[config.mk]
export PLATFORM = sky130hd
export DESIGN_NAME = phase_wrapper
export DESIGN_NICKNAME = d
export VERILOG_FILES = /design/src/rtl/phase_wrapper.sv
export SDC_FILE = /design/constraint.sdc
export NUM_CORES = 1
export LEC_CHECK = 0
export BUFFER_PORTS_ARGS = -buffer_cell sky130_fd_sc_hd__buf_4
export CORE_MARGIN = 10
export CORE_UTILIZATION = 55
export CTS_CLUSTER_SIZE = 40
export DETAILED_ROUTE_END_ITERATION = 16
export PLACE_DENSITY = 0.74
export SYNTH_ARGS = -nofsm -noshare
export SYNTH_HDL_FRONTEND = slang
export SYNTH_SLANG_ARGS = --single-unit
[constraint.sdc]
create_clock -name clk -period 7.12 [get_ports clk]
set_input_delay 1.068 -clock clk [delete_from_list [all_inputs] [get_ports clk]]
set_output_delay 1.068 -clock clk [all_outputs]
set_load 0.01 [all_outputs]
[src/rtl/phase_wrapper.sv]
// Phase accumulator with wrap to [-PI, PI-1] and a signed turn counter.
// Two-stage pipeline: stage 1 clamps the increment, stage 2 accumulates,
// wraps and serves as the output register. Both stages share one enable.
module phase_wrapper #(
  parameter int DIN_WIDTH  = 16,
  parameter int TURN_WIDTH = 16
) (
  input  logic                         clk,
  input  logic                         rst_n,
  input  logic                         clr,
  input  logic                         acc_on,
  input  logic                         s_valid,
  output logic                         s_ready,
  input  logic signed [DIN_WIDTH:0]    freq_in,
  output logic                         m_valid,
  input  logic                         m_ready,
  output logic signed [DIN_WIDTH-1:0]  phase_out,
  output logic signed [TURN_WIDTH-1:0] turns,
  output logic                         err
);

  localparam int SW = DIN_WIDTH + 2;

  localparam logic signed [DIN_WIDTH:0] PI_F    = (DIN_WIDTH+1)'(2**(DIN_WIDTH-3));
  localparam logic signed [DIN_WIDTH:0] NEG_PI_F = -PI_F;
  localparam logic signed [SW-1:0]      PI_S    = SW'(2**(DIN_WIDTH-3));
  localparam logic signed [SW-1:0]      NEG_PI_S = -PI_S;
  localparam logic signed [SW-1:0]      TWOPI_S = SW'(2**(DIN_WIDTH-2));
  localparam logic signed [TURN_WIDTH-1:0] ONE_T = TURN_WIDTH'(1);

  // Stage-1 payload: clamped increment plus the acc_on seen with the beat.
  typedef struct packed {
    logic signed [DIN_WIDTH:0] inc;
    logic                      acc;
  } s1_t;

  logic [1:0] vld_pipe;   // [0] stage 1, [1] stage 2 (= m_valid)
  logic       en;
  s1_t        s1;

  logic signed [DIN_WIDTH:0]    inc_c;
  logic                         over;
  logic signed [SW-1:0]         sum;
  logic signed [SW-1:0]         wrapped;
  logic signed [TURN_WIDTH-1:0] nxt_turns;

  assign en      = !vld_pipe[1] || m_ready;
  assign s_ready = en;
  assign m_valid = vld_pipe[1];

  // Clamp the incoming increment to [-PI, PI] and flag out-of-range input.
  always_comb begin
    inc_c = freq_in;
    over  = 1'b0;
    if (freq_in > PI_F) begin
      inc_c = PI_F;
      over  = 1'b1;
    end else if (freq_in < NEG_PI_F) begin
      inc_c = NEG_PI_F;
      over  = 1'b1;
    end
  end

  // Stage 1 register: capture a new beat, or go empty when advancing without one.
  always_ff @(posedge clk or negedge rst_n) begin
    if (!rst_n) begin
      vld_pipe[0] <= 1'b0;
      s1          <= '0;
    end else if (en) begin
      vld_pipe[0] <= s_valid;
      s1.inc      <= inc_c;
      s1.acc      <= acc_on;
    end
  end

  // Sticky range error; clr wins over a same-cycle set.
  always_ff @(posedge clk or negedge rst_n) begin
    if (!rst_n)                    err <= 1'b0;
    else if (clr)                  err <= 1'b0;
    else if (s_valid && en && over) err <= 1'b1;
  end

  // Widened sum cannot overflow; fold back by one turn in either direction.
  always_comb begin
    sum       = {{2{phase_out[DIN_WIDTH-1]}}, phase_out} + {s1.inc[DIN_WIDTH], s1.inc};
    wrapped   = sum;
    nxt_turns = turns;
    if (sum >= PI_S) begin
      wrapped   = sum - TWOPI_S;
      nxt_turns = turns + ONE_T;
    end else if (sum < NEG_PI_S) begin
      wrapped   = sum + TWOPI_S;
      nxt_turns = turns - ONE_T;
    end
  end

  // Stage 2 / output register: clr overrides accumulation, valid bit untouched by clr.
  always_ff @(posedge clk or negedge rst_n) begin
    if (!rst_n) begin
      vld_pipe[1] <= 1'b0;
      phase_out   <= '0;
      turns       <= '0;
    end else begin
      if (en) vld_pipe[1] <= vld_pipe[0];
      if (clr) begin
        phase_out <= '0;
        turns     <= '0;
      end else if (en && vld_pipe[0] && s1.acc) begin
        phase_out <= wrapped[DIN_WIDTH-1:0];
        turns     <= nxt_turns;
      end
    end
  end

endmodule

==> results.sh <==
export IMPL_num_vias=3405
export IMPL_drt_first_pass_iters=4
export IMPL_gr_total_overflow=0
export IMPL_p_leak_nw=2.20
export IMPL_grt_pass1_wl_mm=16.0
export IMPL_ant_nets=0
export IMPL_setup_ws_ns=1.38
export IMPL_status="finished clean"
export IMPL_hold_buffers=0
export IMPL_path_cells="ha_1 > fa_1 > a211o_1 > a21oi_2 > a211o_1 > a21o_1 > xnor2_1 > inv_1 > ha_1 > a31oi_1 > inv_1 > ha_1 > a211o_1 > o311ai_0 > o22ai_1 > o41ai_1 > o21ai_0 > xnor2_1 > or3_1 > a21oi_1"
export IMPL_grt_usage_pct=16.9
export IMPL_fp_dieW_um=104
export IMPL_drt_wl_total_mm=9.27
export IMPL_synth_distinct_cells=60
export IMPL_synth_flop_cell="dfrtp_1"
export IMPL_area_growth_pct=16.4
export IMPL_ir_drop_uv=118
export IMPL_tightest_slew_ns=0.669
export IMPL_vias_per_cell=5.78
export IMPL_place_gp_congestion=0.889
export IMPL_synth_edf_count=0
export IMPL_dp_slack_ns=1.44
export IMPL_cts_repair_resized=0
export IMPL_cp_start_kind="flip-flop"
export IMPL_ys_seq_area_share_pct=34.6
export IMPL_cts_root_buffer="clkbuf_8"
export IMPL_required_ns=7.37
export IMPL_syn_area_per_cell_um2=8.68
export IMPL_syn_area_um2=3840
export IMPL_cts_setup_buffers=0
export IMPL_netlist_instances=442
export IMPL_max_stage_delay_ns=0.45
export IMPL_maxSlewHeadroom_pct=55.4
export IMPL_period_share_pct=80.7
export IMPL_buffer_ports_inserted=57
export IMPL_hold_path_class="flip-flop to flip-flop"
export IMPL_final_hold_violation_count=0
export IMPL_drc=0
export IMPL_cts_tree="yes"
export IMPL_min_period_ns=5.74
export IMPL_clkTransAtPathRegs_ns=0.11
export IMPL_rsz0062_at_grt="false"
export IMPL_synth_top_area_share_pct=34.6
export IMPL_crit_fanout=16
export IMPL_die_y_um=104
export IMPL_drv_cap=0
export IMPL_mostFrequentLayoutCell="nand2_1"
export IMPL_slew_violations=0
export IMPL_clock_fmax_mhz=174
export IMPL_clk_path_buf_depth=2
export IMPL_synth_seq_cells=53
export IMPL_grt_pass1_vias=3461
export IMPL_drt_iter0_markers=176
export IMPL_slowest_stage="o41ai_1"
export IMPL_critPathKind="flip-flop to flip-flop"
export IMPL_rows=30
export IMPL_syn_num_nets=501
export IMPL_yosysWarnings=0
export IMPL_postSynth_asyncResetShare_pct=100
export IMPL_core_area_um2=6790
export IMPL_cts_htree_levels=2
export IMPL_cts_buffers=5
export IMPL_dp_hpwl_mm=6.93
export IMPL_cts_sink_count=53
export IMPL_synth_area_leaders="dfrtp_1 35%, ha_1 11%, nand2_1 7.3%"
export IMPL_wl_per_cell_um=15.7
export IMPL_yosys_area_top_type="dfrtp_1"
export IMPL_grt_max_degree=54
export IMPL_antenna_found_initial=0
export IMPL_setup_tns_ns=0
export IMPL_finalNetCount=551
export IMPL_ioPinCount=58
export IMPL_final_cell_mix="75 x nand2_1, 60 x buf_4, 53 x dfrtp_1"
export IMPL_layout_drive_gt1_share_pct=16.4
export IMPL_finClkSkew_ns=0.0143
export IMPL_cp_arrival_ns=5.99
export IMPL_insertedDiodeCount=0
export IMPL_power_density_nw_per_um2=211
export IMPL_endpoint_kind="flip-flop"
export IMPL_start_util_pct=56.5
export IMPL_clkLatencyLatePin_ns=0.32
export IMPL_die_area_um2=10700
export IMPL_setup_viol=0
cells by family after synthesis:
| logic type | count (synthesis) | share of synthesized area (%) |
|---|---|---|
| simple gates | 159 | 19.4 |
| compound gates | 132 | 23.0 |
| flops | 53 | 34.6 |
| fa+ha+maj | 36 | 12.1 |
| buf+inv | 32 | 3.49 |
| xor+xnor | 22 | 5.02 |
| mux | 8 | 2.41 |
per-stage QoR:
| step | hold slack [ns] | power, mW | area [um^2] | util, % | std cells |
|---|---|---|---|---|---|
| floorplan | 0.453 | 0.596 | 3840 | - | 442 |
| global placement | 0.471 | 0.684 | 4330 | 63.7 | 581 |
| detailed placement | 0.480 | 0.693 | 4330 | 63.7 | 581 |
| CTS | 0.505 | 0.940 | 4470 | 65.7 | 589 |
| global route | 0.529 | 1.00 | 4470 | 65.7 | 589 |
| finish | 0.502 | 0.940 | 4470 | 65.7 | 589 |
worst paths after layout:
| kind | endpoint | cells past startpoint | startpoint | slack (ns) |
|---|---|---|---|---|
| setup / recovery | turns[15]$_DFFE_PN0P_ | 20 | phase_out[0]$_DFFE_PN0P_ | 1.38 |
| setup reg to reg | turns[15]$_DFFE_PN0P_ | 20 | phase_out[0]$_DFFE_PN0P_ | 1.38 |
| max in group asynchronous | s1[16]$_DFFE_PN0N_ | 1 | rst_n | 5.90 |
| hold / removal | s1[16]$_DFFE_PN0N_ | 2 | s1[16]$_DFFE_PN0N_ | 0.50 |
| min in group asynchronous | turns[11]$_DFFE_PN0P_ | 1 | rst_n | 0.78 |
| hold reg to reg | s1[16]$_DFFE_PN0N_ | 2 | s1[16]$_DFFE_PN0N_ | 0.50 |
flip-flops by register name, summed over array words and instances, names as in the netlist:
| name | count |
|---|---|
| phase_out | 16 |
| vld_pipe | 1 |
| m_valid | 1 |
| s1 | 18 |
| err | 1 |
| turns | 16 |
power by group:
group	total [mW]	internal, mW	leakage [nW]	switching [mW]
registers	0.348	0.326	0.710	0.0225
clock network	0.251	0.142	0.0687	0.109
logic	0.341	0.144	1.42	0.197
total	0.940	0.612	2.20	0.329
routing by layer:
layer | vias to the layer above | wire length, um | GRT usage [%]
met4 | 0 | 51 | 4.13
met1 | 1626 | 4060 | 20.8
li1 | 1692 | - | -
met2 | 81 | 4630 | 29.0
met3 | 6 | 534 | 3.97
met5 | - | 0 | 0
cells in the mapped netlist (3+ instances only):
cell type and number:
o31ai_1 4, nor2b_1 6, nand4_1 4, nand2b_1 3, xnor2_1 15, and2_1 3, a31oi_1 4, inv_1 15
mux2i_1 7, o211ai_1 6, ha_1 34, nand3_1 10, a211o_1 5, nor3_1 4, a21oi_1 44, nor2_1 30
a211oi_1 8, xor2_1 7, or3_1 3, a21o_1 12, o21bai_1 3, clkbuf_1 12, dfrtp_1 53, and3_1 3
nor4_1 5, nand2_1 75, nand3b_1 3, o211a_1 4, o21ai_0 19
worst max-delay path: cells and delay by family (launching register included):
family	cells	cell delay (ns)
XOR/XNOR	2	0.37
flip-flops	1	0.41
AO/OA/AOI/OAI	11	2.78
AND/OR/NAND/NOR	1	0.32
buffers and inverters	2	0.41
adder cells (fa/ha/maj)	4	1.40
cell type report:
| cell class | instances | area (um^2) |
|---|---|---|
| clock inverters | 3 | 68.8 |
| multi-input cells | 357 | 2380 |
| clock buffers | 5 | 68.8 |
| fillers | 588 | 2330 |
| repair buffers | 60 | 450 |
| well taps | 96 | 120 |
| flip-flops and latches | 53 | 1330 |
| inverters | 15 | 56.3 |
(Power assumes the default switching activity.)
